<file path="config.mk">
export PLATFORM = sky130hd
export DESIGN_NAME = dma_int_status_queue_flat
export DESIGN_NICKNAME = d
export VERILOG_FILES = /design/src/rtl/dma_int_status_queue_if.sv /design/src/rtl/dma_int_status_queue.sv /design/src/flat_wrapper.sv
export SDC_FILE = /design/constraint.sdc
export NUM_CORES = 1
export LEC_CHECK = 0
export ABC_AREA = 1
export CAP_MARGIN = 0
export CORE_MARGIN = 2
export CORE_UTILIZATION = 54
export DETAILED_ROUTE_END_ITERATION = 12
export PLACE_DENSITY = 0.79
export SLEW_MARGIN = 20
export SYNTH_ARGS = -nofsm -noshare
export SYNTH_HDL_FRONTEND = slang
export SYNTH_SLANG_ARGS = --single-unit
</file>
<file path="constraint.sdc">
create_clock -name clock -period 3.29 [get_ports clock]
set_input_delay 0.658 -clock clock [delete_from_list [all_inputs] [get_ports clock]]
set_output_delay 0.658 -clock clock [all_outputs]
set_load 0.1 [all_outputs]
</file>
<file path="src/rtl/dma_int_status_queue_if.sv">
// Status-record and register-side bundle for the DMA interrupt status queue.
// The slave modport is the queue; the master modport is the mux/register side.
interface dma_int_status_queue_if #(
  parameter int NUM_INT_BDS_WIDTH = 2,
  parameter int FIFO_DEPTH_WIDTH  = 2
);
  logic                         stsValid;
  logic                         stsOpDone;
  logic                         stsWrError;
  logic                         stsRdError;
  logic                         stsNValidError;
  logic [NUM_INT_BDS_WIDTH-1:0] stsIntDscrptrNum;
  logic                         stsExtDscrptr;
  logic                         stsStrDscrptr;
  logic [31:0]                  stsExtDscrptrAddr;
  logic                         stsReady;
  logic [3:0]                   intMask;
  logic                         irqEnable;
  logic                         popReq;
  logic                         clearAll;
  logic                         headValid;
  logic [3:0]                   headEvents;
  logic [NUM_INT_BDS_WIDTH-1:0] headIntDscrptrNum;
  logic                         headExtDscrptr;
  logic                         headStrDscrptr;
  logic [31:0]                  headExtDscrptrAddr;
  logic [FIFO_DEPTH_WIDTH:0]    fifoCount;
  logic                         overflow;
  logic [7:0]                   dropCount;
  logic                         irq;

  modport slave (
    input  stsValid, stsOpDone, stsWrError, stsRdError,
    input  stsNValidError, stsIntDscrptrNum, stsExtDscrptr,
    input  stsStrDscrptr, stsExtDscrptrAddr,
    input  intMask, irqEnable, popReq, clearAll,
    output stsReady, headValid, headEvents, headIntDscrptrNum,
    output headExtDscrptr, headStrDscrptr, headExtDscrptrAddr,
    output fifoCount, overflow, dropCount, irq
  );

  modport master (
    output stsValid, stsOpDone, stsWrError, stsRdError,
    output stsNValidError, stsIntDscrptrNum, stsExtDscrptr,
    output stsStrDscrptr, stsExtDscrptrAddr,
    output intMask, irqEnable, popReq, clearAll,
    input  stsReady, headValid, headEvents, headIntDscrptrNum,
    input  headExtDscrptr, headStrDscrptr, headExtDscrptrAddr,
    input  fifoCount, overflow, dropCount, irq
  );
endinterface

</file>
<file path="src/rtl/dma_int_status_queue.sv">
// Masked DMA status-record queue with drop tracking and a level irq.
// Head record is a combinational read of the oldest entry, zero when empty.
module dma_int_status_queue #(
  parameter int NUM_INT_BDS_WIDTH = 2,
  parameter int FIFO_DEPTH        = 4,
  parameter int FIFO_DEPTH_WIDTH  = 2
) (
  input  logic clock,
  input  logic resetn,
  dma_int_status_queue_if.slave bus
);
  localparam int LP_W = 4 + NUM_INT_BDS_WIDTH + 2 + 32;
  localparam logic [FIFO_DEPTH_WIDTH:0] LP_FULL =
    (FIFO_DEPTH_WIDTH+1)'(FIFO_DEPTH);
  localparam logic [FIFO_DEPTH_WIDTH:0] LP_CONE =
    (FIFO_DEPTH_WIDTH+1)'(1);
  localparam logic [FIFO_DEPTH_WIDTH-1:0] LP_PONE =
    FIFO_DEPTH_WIDTH'(1);

  typedef enum logic {IRQ_IDLE, IRQ_ACTIVE} irq_st_e;

  logic [3:0]                  w_ev;
  logic                        w_qual;
  logic                        w_full;
  logic                        w_empty;
  logic                        w_push;
  logic                        w_pop;
  logic                        w_drop;
  logic                        w_irq_cond;
  logic [FIFO_DEPTH_WIDTH:0]   w_count_nxt;
  logic                        w_ovf_nxt;
  logic [LP_W-1:0]             w_rec;
  logic [LP_W-1:0]             w_head;

  logic [FIFO_DEPTH_WIDTH-1:0] r_wr;
  logic [FIFO_DEPTH_WIDTH-1:0] r_rd;
  logic [FIFO_DEPTH_WIDTH:0]   r_count;
  logic                        r_ovf;
  logic [7:0]                  r_drop;
  logic                        r_irq;
  irq_st_e                     r_state;
  logic [LP_W-1:0]             r_mem [FIFO_DEPTH];

  assign w_ev = {bus.stsNValidError, bus.stsRdError,
                 bus.stsWrError, bus.stsOpDone};
  assign w_qual  = bus.stsValid && (|(w_ev & bus.intMask));
  assign w_full  = (r_count == LP_FULL);
  assign w_empty = (r_count == '0);

  // clearAll swallows any same-cycle push, pop or drop
  assign w_push = w_qual && !w_full && !bus.clearAll;
  assign w_drop = w_qual &&  w_full && !bus.clearAll;
  assign w_pop  = bus.popReq && !w_empty && !bus.clearAll;

  assign w_rec = {w_ev, bus.stsIntDscrptrNum, bus.stsExtDscrptr,
                  bus.stsStrDscrptr, bus.stsExtDscrptrAddr};

  always_comb begin
    w_count_nxt = r_count;
    unique case (1'b1)
      bus.clearAll:      w_count_nxt = '0;
      w_push && !w_pop:  w_count_nxt = r_count + LP_CONE;
      w_pop  && !w_push: w_count_nxt = r_count - LP_CONE;
      default:           w_count_nxt = r_count;
    endcase
  end

  assign w_ovf_nxt  = !bus.clearAll && (r_ovf || w_drop);
  assign w_irq_cond = bus.irqEnable &&
                      ((w_count_nxt != '0) || w_ovf_nxt);

  always_ff @(posedge clock or negedge resetn) begin
    if (!resetn) begin
      r_wr    <= '0;
      r_rd    <= '0;
      r_count <= '0;
      r_ovf   <= 1'b0;
      r_drop  <= '0;
    end else begin
      r_count <= w_count_nxt;
      r_ovf   <= w_ovf_nxt;
      if (bus.clearAll) begin
        r_wr   <= '0;
        r_rd   <= '0;
        r_drop <= '0;
      end else begin
        if (w_push) r_wr <= r_wr + LP_PONE;
        if (w_pop)  r_rd <= r_rd + LP_PONE;
        if (w_drop && (r_drop != 8'hFF)) r_drop <= r_drop + 8'd1;
      end
    end
  end

  // Storage needs no reset: head is masked to zero while empty
  always_ff @(posedge clock) begin
    if (w_push) r_mem[r_wr] <= w_rec;
  end

  always_ff @(posedge clock or negedge resetn) begin
    if (!resetn) begin
      r_state <= IRQ_IDLE;
      r_irq   <= 1'b0;
    end else begin
      unique case (r_state)
        IRQ_IDLE: if (w_irq_cond) begin
          r_state <= IRQ_ACTIVE;
          r_irq   <= 1'b1;
        end
        IRQ_ACTIVE: if (!w_irq_cond) begin
          r_state <= IRQ_IDLE;
          r_irq   <= 1'b0;
        end
        default: begin
          r_state <= IRQ_IDLE;
          r_irq   <= 1'b0;
        end
      endcase
    end
  end

  assign w_head = w_empty ? '0 : r_mem[r_rd];

  assign {bus.headEvents, bus.headIntDscrptrNum, bus.headExtDscrptr,
          bus.headStrDscrptr, bus.headExtDscrptrAddr} = w_head;
  assign bus.headValid = !w_empty;
  assign bus.stsReady  = !w_full;
  assign bus.fifoCount = r_count;
  assign bus.overflow  = r_ovf;
  assign bus.dropCount = r_drop;
  assign bus.irq       = r_irq;
endmodule

</file>
<file path="src/flat_wrapper.sv">
// flat-port wrapper written by rule: the top's interface ports become plain ports
module dma_int_status_queue_flat 
#(
  parameter int NUM_INT_BDS_WIDTH = 2,
  parameter int FIFO_DEPTH        = 4,
  parameter int FIFO_DEPTH_WIDTH  = 2
)
  (clock, resetn, bus_stsValid, bus_stsOpDone, bus_stsWrError, bus_stsRdError, bus_stsNValidError, bus_stsIntDscrptrNum, bus_stsExtDscrptr, bus_stsStrDscrptr, bus_stsExtDscrptrAddr, bus_intMask, bus_irqEnable, bus_popReq, bus_clearAll, bus_stsReady, bus_headValid, bus_headEvents, bus_headIntDscrptrNum, bus_headExtDscrptr, bus_headStrDscrptr, bus_headExtDscrptrAddr, bus_fifoCount, bus_overflow, bus_dropCount, bus_irq);
  dma_int_status_queue_if #(.NUM_INT_BDS_WIDTH(NUM_INT_BDS_WIDTH), .FIFO_DEPTH_WIDTH(FIFO_DEPTH_WIDTH)) bus_i ();
  input  logic clock;
  input  logic resetn;
  input wire logic [$bits(bus_i.stsValid)-1:0] bus_stsValid;
  input wire logic [$bits(bus_i.stsOpDone)-1:0] bus_stsOpDone;
  input wire logic [$bits(bus_i.stsWrError)-1:0] bus_stsWrError;
  input wire logic [$bits(bus_i.stsRdError)-1:0] bus_stsRdError;
  input wire logic [$bits(bus_i.stsNValidError)-1:0] bus_stsNValidError;
  input wire logic [$bits(bus_i.stsIntDscrptrNum)-1:0] bus_stsIntDscrptrNum;
  input wire logic [$bits(bus_i.stsExtDscrptr)-1:0] bus_stsExtDscrptr;
  input wire logic [$bits(bus_i.stsStrDscrptr)-1:0] bus_stsStrDscrptr;
  input wire logic [$bits(bus_i.stsExtDscrptrAddr)-1:0] bus_stsExtDscrptrAddr;
  input wire logic [$bits(bus_i.intMask)-1:0] bus_intMask;
  input wire logic [$bits(bus_i.irqEnable)-1:0] bus_irqEnable;
  input wire logic [$bits(bus_i.popReq)-1:0] bus_popReq;
  input wire logic [$bits(bus_i.clearAll)-1:0] bus_clearAll;
  output wire logic [$bits(bus_i.stsReady)-1:0] bus_stsReady;
  output wire logic [$bits(bus_i.headValid)-1:0] bus_headValid;
  output wire logic [$bits(bus_i.headEvents)-1:0] bus_headEvents;
  output wire logic [$bits(bus_i.headIntDscrptrNum)-1:0] bus_headIntDscrptrNum;
  output wire logic [$bits(bus_i.headExtDscrptr)-1:0] bus_headExtDscrptr;
  output wire logic [$bits(bus_i.headStrDscrptr)-1:0] bus_headStrDscrptr;
  output wire logic [$bits(bus_i.headExtDscrptrAddr)-1:0] bus_headExtDscrptrAddr;
  output wire logic [$bits(bus_i.fifoCount)-1:0] bus_fifoCount;
  output wire logic [$bits(bus_i.overflow)-1:0] bus_overflow;
  output wire logic [$bits(bus_i.dropCount)-1:0] bus_dropCount;
  output wire logic [$bits(bus_i.irq)-1:0] bus_irq;
  assign bus_i.stsValid = bus_stsValid;
  assign bus_i.stsOpDone = bus_stsOpDone;
  assign bus_i.stsWrError = bus_stsWrError;
  assign bus_i.stsRdError = bus_stsRdError;
  assign bus_i.stsNValidError = bus_stsNValidError;
  assign bus_i.stsIntDscrptrNum = bus_stsIntDscrptrNum;
  assign bus_i.stsExtDscrptr = bus_stsExtDscrptr;
  assign bus_i.stsStrDscrptr = bus_stsStrDscrptr;
  assign bus_i.stsExtDscrptrAddr = bus_stsExtDscrptrAddr;
  assign bus_i.intMask = bus_intMask;
  assign bus_i.irqEnable = bus_irqEnable;
  assign bus_i.popReq = bus_popReq;
  assign bus_i.clearAll = bus_clearAll;
  assign bus_stsReady = bus_i.stsReady;
  assign bus_headValid = bus_i.headValid;
  assign bus_headEvents = bus_i.headEvents;
  assign bus_headIntDscrptrNum = bus_i.headIntDscrptrNum;
  assign bus_headExtDscrptr = bus_i.headExtDscrptr;
  assign bus_headStrDscrptr = bus_i.headStrDscrptr;
  assign bus_headExtDscrptrAddr = bus_i.headExtDscrptrAddr;
  assign bus_fifoCount = bus_i.fifoCount;
  assign bus_overflow = bus_i.overflow;
  assign bus_dropCount = bus_i.dropCount;
  assign bus_irq = bus_i.irq;
  dma_int_status_queue #(.NUM_INT_BDS_WIDTH(NUM_INT_BDS_WIDTH), .FIFO_DEPTH(FIFO_DEPTH), .FIFO_DEPTH_WIDTH(FIFO_DEPTH_WIDTH)) u_core (.clock(clock), .resetn(resetn), .bus(bus_i));
endmodule
</file>
==> impl_metrics.prom, run 1 <==
# TYPE chip_impl_metric gauge
chip_impl_metric{name="asyncSetResetFlopFracSynth",unit=""} 0.1011
chip_impl_metric{name="worst_slew_margin_rel",unit=""} 0.4146
chip_impl_metric{name="post_route_cells_drive_above_1_share",unit=""} 0.1710
chip_impl_info{name="cp-end-kind",value="output pin"} 1
chip_impl_metric{name="finalPower",unit="mW"} 9.611
chip_impl_metric{name="drt_drc_violations_left",unit=""} 0
chip_impl_metric{name="synth-seq-cells",unit=""} 178
chip_impl_metric{name="fin_cells",unit=""} 913
chip_impl_metric{name="hold_depth",unit=""} 2
chip_impl_metric{name="grt_antenna_before_repair",unit=""} 0
chip_impl_info{name="cts_root_buffer",value="clkbuf_16"} 1
chip_impl_metric{name="global_route_congestion_overflow_total",unit=""} 0
chip_impl_metric{name="design.die.area",unit="mm²"} 0.01447
chip_impl_metric{name="detailroute.via_count",unit=""} 5064
chip_impl_metric{name="synth_largest_type_area_fraction",unit=""} 0.6579
chip_impl_metric{name="cts-root-to-sink-buffers",unit=""} 2
chip_impl_metric{name="design.portCount",unit=""} 105
chip_impl_metric{name="slew_viol_final",unit=""} 0
chip_impl_metric{name="fp.coreArea",unit="mm²"} 0.01324
chip_impl_metric{name="syn-instance-count",unit=""} 617
chip_impl_info{name="critPathLaunchType",value="register"} 1
chip_impl_metric{name="maxCapViolations",unit=""} 0
chip_impl_metric{name="cp.required",unit="ns"} 2.63
chip_impl_metric{name="detail_route.first_pass.iterations",unit=""} 7
chip_impl_metric{name="fp.dieH",unit="µm"} 120.3
chip_impl_info{name="hold_wc_path_type",value="reg -> reg"} 1
chip_impl_metric{name="synth_to_layout_area_growth",unit="%"} 30.65
chip_impl_metric{name="vdd_ir_max",unit="mV"} 0.9135
chip_impl_metric{name="path_max_fanout",unit=""} 33
chip_impl_metric{name="crit_path_max_incr_delay",unit="ns"} 0.55
chip_impl_metric{name="number_of_global_route_vias_before_repair",unit=""} 5208
chip_impl_metric{name="mean_area_per_synthesized_cell",unit="µm²"} 11.84
chip_impl_metric{name="x_dimension_of_the_die",unit="µm"} 120.3
chip_impl_metric{name="via_per_inst",unit=""} 5.547
chip_impl_metric{name="leakage",unit="nW"} 3.495
chip_impl_metric{name="synth-edff-count",unit=""} 160
chip_impl_metric{name="finalHoldViolations",unit=""} 0
chip_impl_metric{name="finalSetupViolCount",unit=""} 0
chip_impl_metric{name="grt_util_all_layers",unit=""} 0.2331
chip_impl_metric{name="clock_tree.htree_level_count",unit=""} 4
chip_impl_metric{name="numPlacedInstances",unit=""} 881
chip_impl_metric{name="antenna_cells_inserted",unit=""} 0
chip_impl_metric{name="wl",unit="µm"} 16240
chip_impl_metric{name="ys_warn_count",unit=""} 0
chip_impl_metric{name="detailed_placer_s_ending_hpwl",unit="µm"} 9780
chip_impl_info{name="post_synth_main_area_contributors",value="edfxtp_1 (66%), nor2_1 (8.9%), dfrtp_1 (6.2%), o21ai_0 (4.2%), a21oi_1 (2.9%)"} 1
chip_impl_metric{name="post-cts-setup-buffers",unit=""} 0
chip_impl_metric{name="period_share",unit=""} 0.9528
chip_impl_metric{name="setup-tns-final",unit="ns"} 0
chip_impl_metric{name="numClockSinks",unit=""} 178
chip_impl_metric{name="peak_freq",unit="MHz"} 319.0
chip_impl_metric{name="clock_insertion_delay_worst_skew",unit="ns"} 0.43
chip_impl_info{name="synth_top_area_cell",value="edfxtp_1"} 1
chip_impl_metric{name="io_buffer_count",unit=""} 104
chip_impl_metric{name="initial_core_util",unit=""} 0.5515
chip_impl_metric{name="synth.cell_area",unit="mm²"} 0.007303
chip_impl_metric{name="ant_nets",unit=""} 0
chip_impl_metric{name="routabilityCongestion",unit=""} 0.7732
chip_impl_metric{name="utilization",unit=""} 0.7205
chip_impl_metric{name="sequential_area_share_after_synthesis",unit=""} 0.7195
chip_impl_metric{name="synth_cell_type_count",unit=""} 34
chip_impl_metric{name="post_drt_wl_per_cell",unit="µm"} 17.79
chip_impl_metric{name="worst_ep_arrival_time",unit="ns"} 2.48
chip_impl_metric{name="initialDrtViolationCount",unit=""} 480
chip_impl_info{name="synth_commonest_cells",value="nor2_1 (174), edfxtp_1 (160), o21ai_0 (61)"} 1
chip_impl_metric{name="nFillCells",unit=""} 870
chip_impl_info{name="crit_slowest_cell",value="dfrtp_2"} 1
chip_impl_metric{name="grt_start_max_net_pins",unit=""} 67
chip_impl_info{name="yosys_most_used_dff",value="edfxtp_1"} 1
chip_impl_info{name="count_leader_synth",value="nor2_1"} 1
chip_impl_metric{name="grt_first_pass_wirelength",unit="µm"} 25680
chip_impl_info{name="grt_setup_unrepaired",value="no"} 1
chip_impl_metric{name="clk_pin_slew",unit="ns"} 0.06
chip_impl_metric{name="final_period_minus_worst_setup_slack",unit="ns"} 3.135
chip_impl_metric{name="worst_clock_skew",unit="ns"} 0.005067
chip_impl_metric{name="num_rows",unit=""} 42
chip_impl_info{name="run_status",value="completed"} 1
chip_impl_info{name="cp_class",value="reg -> out"} 1
chip_impl_metric{name="p_per_area",unit="mW/mm²"} 1007
chip_impl_metric{name="reg2regPathDepth",unit=""} 13
chip_impl_info{name="cell_by_cell_listing_of_the_critical_path",value="inv_2 > buf_4 > o21ai_1 > a21oi_1 > buf_12"} 1
chip_impl_metric{name="tritoncts.num_buffers",unit=""} 17
chip_impl_info{name="cts_tree",value="done"} 1
chip_impl_metric{name="number_of_nets_in_the_layout",unit=""} 781
chip_impl_metric{name="worst_pin_slew",unit="ns"} 0.8769
chip_impl_metric{name="syn_nets",unit=""} 674
critical path: cells and delay by family, from the launching register on:
kind / cells / cell delay [ns]
buffers and inverters: 3 / 1.00
AOI/OAI and AO/OA: 2 / 0.49
DFF: 1 / 0.55
cells by family after synthesis:
logic type,after synthesis,share of synthesized area
buffers and inverters,54,0.02981
AOI/OAI and AO/OA,136,0.09714
DFF,178,0.7195
xor gates and xnor gates,1,0.001199
and+or+nand+nor,241,0.1393
adders and majority gates,7,0.01302
per-layer routing:
| metal | track usage | vias up | part of all wire |
|---|---|---|---|
| li1 | - | 2352 | - |
| met1 | 0.2847 | 2443 | 0.39 |
| met2 | 0.3832 | 241 | 0.51 |
| met3 | 0.07028 | 28 | 0.080 |
| met4 | 0.1083 | 0 | 0.023 |
| met5 | 0 | - | 0 |
flip-flops by register name (all words and copies together), names as in the netlist:
| signal | flops |
|---|---|
| u_core.bus.dropCount | 8 |
| u_core.bus.fifoCount | 3 |
| u_core.bus.irq | 1 |
| u_core.bus.overflow | 1 |
| u_core.r_mem | 160 |
| u_core.r_rd | 2 |
| u_core.r_state | 1 |
| u_core.r_wr | 2 |
path summary, 6_finish.rpt:
path / slack, ns / end / startpoint
max: 0.16 / bus_headEvents[1] / u_core.r_rd[0]$_DFFE_PN0P_
min: 0.53 / u_core.bus.overflow$_DFF_PN0_ / u_core.bus.overflow$_DFF_PN0_
max reg2reg: 0.80 / u_core.bus.irq$_DFFE_PN0P_ / u_core.bus.fifoCount[0]$_DFF_PN0_
min reg2reg: 0.53 / u_core.bus.overflow$_DFF_PN0_ / u_core.bus.overflow$_DFF_PN0_
max in group asynchronous: 1.98 / u_core.r_rd[1]$_DFFE_PN0P_ / resetn
min in group asynchronous: 0.72 / u_core.bus.overflow$_DFF_PN0_ / resetn
per-stage QoR:
stage / setup WS, ns / hold slack, ns / instance area (µm²)
2_1_floorplan: -0.2691 / 0.3624 / 7323
3_3_place_gp: 0.2180 / 0.5083 / 8981
3_5_place_dp: 0.04372 / 0.5162 / 8981
4_1_cts: 0.1200 / 0.5341 / 9538
5_1_grt: 0.01174 / 0.5578 / 9542
6_report: 0.1553 / 0.5330 / 9542
power breakdown:
group          switching (mW)  total (mW)  internal (mW)
Clock                   0.788        1.89           1.10
Sequential              0.109        2.69           2.58
Combinational            3.53        5.03           1.50
Total                    4.43        9.61           5.18
cells in the final DEF (no fill, tap or decap), types with 17 or more instances in the layout:
| cell | synthesis | routed |
|---|---|---|
| a21oi_1 | 42 | 42 |
| inv_1 | 19 | 19 |
| clkdlybuf4s50_1 | 0 | 49 |
| nand2_1 | 43 | 43 |
| clkbuf_16 | 0 | 17 |
| buf_4 | 0 | 25 |
| o21ai_0 | 61 | 61 |
| edfxtp_1 | 160 | 160 |
| buf_12 | 0 | 43 |
| o21ai_1 | 24 | 24 |
| nor2_1 | 174 | 170 |
repair_timing:
| item | 4_1_cts | 5_1_grt |
|---|---|---|
| hold buffers | 0 | 0 |
| endpoints found under the setup margin | 2 | 2 |
| resized for setup | 1 | 2 |
area by class of cell:
type                       count  area, µm²  area share
multi-input combinational    385       1867      0.1956
sequential                   178       5258      0.5510
tap                          176      220.2     0.02308
clock buffer                  20      436.7     0.04576
timing repair buffer         118       1554      0.1629
inverter                      24      90.09    0.009441
clock inverter                12      116.4     0.01220
Note: power is estimated with default switching activity, not from simulation.
==> run 2, diff against run 1 <==
- CTS_CLUSTER_DIAMETER: unset -> 60
==> results of run 2 <==
The final DEF is identical to that of run 1; final timing and power are the same.
